===== src/rtl/fifo_rd_stream_bridge.sv =====
// Read-side bridge from the async FIFO into a framed valid/ready stream.
// A 3-entry buffer covers the one-cycle FIFO read latency so reads never wait on downstream ready.
module fifo_rd_stream_bridge #(
    parameter int P_DATA_WIDTH = 4,
    parameter int P_PKT_LEN    = 16,
    parameter int P_PCNT_WIDTH = 16
) (
    input  logic                    i_clk,
    input  logic                    i_rst_n,
    input  logic                    i_fifo_rempty,
    output logic                    o_fifo_rd_en,
    input  logic [P_DATA_WIDTH-1:0] i_fifo_rdata,
    output logic                    o_m_valid,
    output logic [P_DATA_WIDTH-1:0] o_m_data,
    output logic                    o_m_last,
    input  logic                    i_m_ready,
    output logic [P_PCNT_WIDTH-1:0] o_pkt_cnt
);

    localparam int BCW = (P_PKT_LEN > 1) ? $clog2(P_PKT_LEN) : 1;
    localparam logic [BCW-1:0] LAST_BEAT = BCW'(P_PKT_LEN - 1);

    logic [P_DATA_WIDTH-1:0] mem [3];
    logic [1:0]              wr_ptr;
    logic [1:0]              rd_ptr;
    logic [1:0]              occ;
    logic                    inflight;
    logic                    run;
    logic [BCW-1:0]          beat_cnt;
    logic [P_PCNT_WIDTH-1:0] pkt_cnt;
    logic [2:0]              pending;
    logic                    pop;

    function automatic logic [1:0] next_ptr(input logic [1:0] p);
        return (p == 2'd2) ? 2'd0 : p + 2'd1;
    endfunction

    // Slots already claimed: stored words plus the word returning from the FIFO this cycle.
    // run keeps the read enable low while reset is held and until the first edge after release.
    assign pending      = {1'b0, occ} + {2'b00, inflight};
    assign o_fifo_rd_en = run && !i_fifo_rempty && (pending < 3'd3);

    // Stream handshake: a beat transfers on a rising edge where o_m_valid and i_m_ready are both 1;
    // o_m_valid never depends on i_m_ready, and data/last hold while valid waits for ready.
    assign o_m_valid = (occ != 2'd0);
    assign o_m_data  = mem[rd_ptr];
    assign o_m_last  = o_m_valid && (beat_cnt == LAST_BEAT);
    assign pop       = o_m_valid && i_m_ready;
    assign o_pkt_cnt = pkt_cnt;

    always_ff @(posedge i_clk or negedge i_rst_n) begin
        if (!i_rst_n) begin
            for (int i = 0; i < 3; i++) mem[i] <= '0;
            wr_ptr   <= 2'd0;
            rd_ptr   <= 2'd0;
            occ      <= 2'd0;
            inflight <= 1'b0;
            run      <= 1'b0;
            beat_cnt <= '0;
            pkt_cnt  <= '0;
        end else begin
            run      <= 1'b1;
            inflight <= o_fifo_rd_en;
            if (inflight) begin
                mem[wr_ptr] <= i_fifo_rdata;
                wr_ptr      <= next_ptr(wr_ptr);
            end
            if (pop) begin
                rd_ptr <= next_ptr(rd_ptr);
                if (o_m_last) begin
                    beat_cnt <= '0;
                    pkt_cnt  <= pkt_cnt + 1'b1;
                end else begin
                    beat_cnt <= beat_cnt + 1'b1;
                end
            end
            case ({inflight, pop})
                2'b10:   occ <= occ + 2'd1;
                2'b01:   occ <= occ - 2'd1;
                default: occ <= occ;
            endcase
        end
    end

endmodule


===== config.mk =====
export PLATFORM = sky130hd
export DESIGN_NAME = fifo_rd_stream_bridge
export DESIGN_NICKNAME = d
export VERILOG_FILES = /design/src/rtl/fifo_rd_stream_bridge.sv
export SDC_FILE = /design/constraint.sdc
export NUM_CORES = 1
export LEC_CHECK = 0
export BUFFER_PORTS_ARGS = -buffer_cell sky130_fd_sc_hd__buf_4
export CAP_MARGIN = 0
export CELL_PAD_IN_SITES_DETAIL_PLACEMENT = 0
export CELL_PAD_IN_SITES_GLOBAL_PLACEMENT = 2
export CORE_MARGIN = 3
export CORE_UTILIZATION = 33
export CTS_CLUSTER_DIAMETER = 30
export DETAILED_ROUTE_END_ITERATION = 16
export PLACE_DENSITY = 0.85
export SETUP_SLACK_MARGIN = 0.1
export SLEW_MARGIN = 20
export SYNTH_ARGS = -nofsm -noshare
export SYNTH_HDL_FRONTEND = slang
export SYNTH_SLANG_ARGS = --single-unit

===== constraint.sdc =====
create_clock -name i_clk -period 1.5 [get_ports i_clk]
set_input_delay 0.3 -clock i_clk [delete_from_list [all_inputs] [get_ports i_clk]]
set_output_delay 0.3 -clock i_clk [all_outputs]
set_load 0.005 [all_outputs]

Word level (Yosys, flattened, before mapping)
Cells that the tools add are included.
Storage, ports and cells
  word-level logic and storage cells: 47
  flip-flop bits (word level): 40
  input port bits: 8
  output and inout bits: 23
Operators by class
  eq/ne operators: 5
  mux-type cells: 10
  $lt $le $gt $ge: 4
  bitwise gates (word level): 2
  add/subtract/negate cells: 7
  reduce and logical (&&, ||, !) cells: 9
Operators with widths (count)
  adder 16 x 1 -> 16 bit, second input constant: 1
  two-way mux 4 bit: 4
  bitwise mux 12 bit: 1
  binary-select mux 4 bit (select 2 bit): 1
  demux 4 bit (select 2 bit): 1
  adder 2 x 1 -> 2 bit, second input constant: 3
  equality test 2 bit, second input constant: 3
  >= comparator 3 bit, second input constant: 2
  NOT 2 -> 3 bit: 2
  logical AND 1 bit: 5
  adder 4 x 1 -> 4 bit, second input constant: 1
  equality test 4 bit, second input constant: 1
  two-way mux 2 bit: 2
  one-hot mux 2 bit (2 select lines): 1
  nonzero test 2 bit: 2
  adder 2 x 1 -> 3 bit: 1
  < comparator 3 x 1 -> 1 bit, second input constant: 1
  < comparator 3 x 2 -> 1 bit, second input constant: 1
  equality test 2 x 1 -> 1 bit, second input constant: 1
  AND reduction 2 bit: 1
  subtractor 2 x 1 -> 2 bit, second input constant: 1
  logical NOT 1 bit: 1

Longest topological paths before layout
  depth after elaboration: 6
  depth in mapped cells: 7
  depth with buffers taken out: 6

Worst setup path before layout
Ideal clock, no wire load.
  path type: flip-flop to output port
  start point: reg occ[0]
  end point: out o_fifo_rd_en
  buffers on the path: 0
  required time: 1.200 ns
  stages on the path, launching flop included: 4
  slack: -0.251 ns
  arrival time: 1.451 ns
  path through: dfrtp_1 -> ha_1 -> ha_1 -> a2111oi_0
On the way
  cells in the longest elaborated chain, start to end: 3
Ends and longest elaborated chain
  from (decl): RTL line 26  | logic [1:0] occ;
  from (signal assigned): RTL line 78  | 2'b10: occ <= occ + 2'd1;
  from (signal assigned): RTL line 79  | 2'b01: occ <= occ - 2'd1;
  adder 2 x 1 -> 3 bit: RTL line 40  | assign pending = {1'b0, occ} + {2'b00, inflight};
  < comparator 3 x 2 -> 1 bit: RTL line 41  | assign o_fifo_rd_en = run && !i_fifo_rempty && (pending < 3'd3);
  logical AND 1 bit: RTL line 41
  to (decl): RTL line 11  | output logic o_fifo_rd_en,
No other way between the ends.

Worst setup path in the final report
Ends and elaborated chain as after synthesis.

==> results.md <==
- Failing checks: setup timing
- Lkg Pwr: 1.319 nW
- Initial DRC count: 24
- PD cells: 1574 nW/µm²
- Largest area contributor in the netlist: dfrtp_1
- Share of cells above drive strength 1: 52.97%
- PortBufs: 30
- Fmax: 544.0 MHz
- CP endpoint kind: output port
- Mean Syn Cell Area: 12.14 µm²
- Worst setup SP type: flip-flop
- Clock skew: 0.005788 ns
- Max-slew violation count: 0
- DR vias/cell: 4.744
- Final Non-Filler Cells: 289
- Detailed-route via count: 1371
- Number of synthesized register bits: 40
- Number of global-route vias before repair: 1424
- Post-synth top flop: dfrtp_1
- Final period util: 122.6%
- Setup TNS: -1.120 ns
- Post-synth EDFFs: 0
- Max-cap violations: 0
- Outcome: finished, violations left
- First-pass GRT wire length: 6.472 mm
- Initial antenna violation count: 0
- Area of the core: 5205 µm²
- Cell count after synthesis: 149
- Worst-path clk slew: 0.07 ns
- CTS tree: done
- Synth cell types: 29
- Chip width: 80.05 µm
- Row cnt: 26
- TritonCTS buffer count: 5
- Pin slew with the least headroom to its limit: 0.5040 ns
- Area Overhead vs Synth: 49.17%
- ANT cells: 0
- Slowest stage cell, crit path: dfrtp_1
- Final Hold Fails: 0
- Synth Cell Area: 1809 µm²
- Final Setup Violations: 12
- Most frequent cells after synthesis: 40 x dfrtp_1, 19 x nand2_1, 13 x mux2_2, 13 x xnor2_1, 9 x o21ai_0
- Top cells by area, synth: dfrtp_1 55%, mux2_2 8.1%, xnor2_1 6.3%
- Worst hold path type: in -> reg
- Placed Cells: 261
- Setup WS post-layout: -0.3383 ns
- Ys async rst share: 100.0%
- Largest net degree at the start of global routing: 41
- Slew headroom: 66.40%
- Max Buffers Root-to-Sink: 2
- GR Overflow Total: 0
- Post-detail-place hpwl: 2.664 mm
- Gpl congestion: 0.7698
- Post-Synthesis Net Count: 162
- Wire length per cell: 13.59 µm
- Crit path required time: 1.20 ns
- DIE HEIGHT: 80.05 µm
- Most numerous cell in the Yosys netlist: dfrtp_1
- Nets: 232
- Synth top area share: 55.33%
- Root buf cell: clkbuf_8
- First-pass DRT Iterations: 4
- H-tree levels: 2
- Crit-path cells: ha_2 -> ha_4 -> a2111oi_4 -> buf_4
- # IOs: 31
- Crit path DAT: 1.54 ns
- Clock Latency Late Sink: 0.28 ns
- Post-synthesis sequential area ratio: 55.33%
- Final wirelength: 3.928 mm
- CP peak stage delay: 0.39 ns
- Period minus WS final: 1.838 ns
- RSZ-0062 raised after global routing: true
- Starting density of the core: 34.76%
- IR drop worst, VDD: 1.015 mV
- DIE AREA: 6407 µm²
- Num Clock Sinks: 40
- Setup CP Type: reg -> out
- DRC: 0
- Post-DRT Antenna Nets: 0
- GR Util All Layers: 13.16%
- Worst-path maximum fanout: 2
- Ys Warns: 0
-- sequential cells by signal (all words and copies together), names as in the netlist --
| signal | count |
|---|---|
| run | 1 |
| o_pkt_cnt | 16 |
| occ | 2 |
| mem | 12 |
| wr_ptr | 2 |
| inflight | 1 |
| beat_cnt | 4 |
| rd_ptr | 2 |
-- routing by layer --
layer | up-vias | wire length, µm | track usage [%]
li1 | 659 | - | -
met1 | 674 | 1560 | 14.07
met2 | 30 | 2135 | 24.75
met3 | 8 | 175 | 3.950
met4 | 0 | 57 | 3.547
met5 | - | 0 | 0
-- layout make-up --
cell class / count / area (µm²)
Clock buffer: 6 / 72.57
Clock inverter: 1 / 5.005
Fill cell: 456 / 2506
Inverter: 4 / 20.02
Multi-Input combinational cell: 103 / 967.2
Sequential cell: 40 / 1002
Tap cell: 70 / 87.58
Timing Repair Buffer: 65 / 544.3
-- per-stage QoR --
| stage | utilization (%) | power, mW | area [µm²] | hold WS (ns) | setup slack, ns |
|---|---|---|---|---|---|
| 6_report | 51.85 | 4.247 | 2699 | 0.1883 | -0.3383 |
| 5_1_grt | 51.85 | 4.549 | 2699 | 0.1743 | -0.4035 |
| 4_1_cts | 49.06 | 4.049 | 2554 | 0.1808 | -0.3526 |
| 3_5_place_dp | 43.97 | 3.136 | 2288 | 0.3087 | -0.04238 |
| 2_1_floorplan | - | 2.516 | 1873 | 0.004409 | 0.05668 |
| 3_3_place_gp | 43.97 | 3.049 | 2288 | 0.2940 | -0.02405 |
-- where the power goes --
group	total (mW)	switching [mW]	leakage (nW)	internal [mW]
logic	1.92	0.761	0.768	1.15
clock network	0.656	0.340	0.0410	0.316
registers	1.68	0.266	0.510	1.41
total	4.25	1.37	1.32	2.88
-- critical path: cells and delay by family (launching register included) --
family                   cells  cell delay [ns]
AO/OA/AOI/OAI                1             0.29
adder cells (fa/ha/maj)      2             0.42
buffers and inverters        1             0.16
flip-flops                   1             0.39
-- timing repair --
action	CTS	global route
endpoints found under the setup margin	21	37
hold buffers	1	0
endpoints found under the hold margin	16	0
gates cloned	0	0
resized for setup	21	28
pin swaps	14	15
setup buffers	14	8
-- placed cells by master, fill, tap and decap left out, drive strengths merged, types with 5 or more instances in the layout --
cell type,n
nand3,6
dfrtp,40
ha,5
nand4,6
xnor2,13
clkbuf,6
mux2,13
nand2,19
o21ai,10
buf,64
xor2,6
-- final timing paths --
check	from	end	slack (ns)	cells past startpoint
worst max-delay path	occ[0]$_DFFE_PN0P_	o_fifo_rd_en	-0.34	4
worst min-delay path	i_fifo_rempty	inflight$_DFF_PN0_	0.19	2
worst max register to register	occ[0]$_DFFE_PN0P_	occ[1]$_DFFE_PN0P_	-0.08	9
worst min register to register	o_pkt_cnt[15]$_DFFE_PN0P_	o_pkt_cnt[15]$_DFFE_PN0P_	0.50	1
max in group asynchronous	i_rst_n	rd_ptr[0]$_DFFE_PN0N_	0.60	2
min in group asynchronous	i_rst_n	o_pkt_cnt[0]$_DFFE_PN0P_	0.53	2
-- cells by family (layout without fill, tap and decap cells) --
kind of cell / Yosys count / count (layout) / share of synthesized area, %
XOR/XNOR: 19 / 19 / 9.198
multiplexers: 17 / 17 / 10.30
AND/OR/NAND/NOR: 47 / 47 / 15.28
buffers and inverters: 6 / 76 / 1.659
AO/OA/AOI/OAI: 14 / 14 / 4.564
other: 1 / 1 / 0.2073
flip-flops: 40 / 40 / 55.33
adder cells (fa/ha/maj): 5 / 5 / 3.458
No activity file was read; power rests on OpenSTA's default activity.
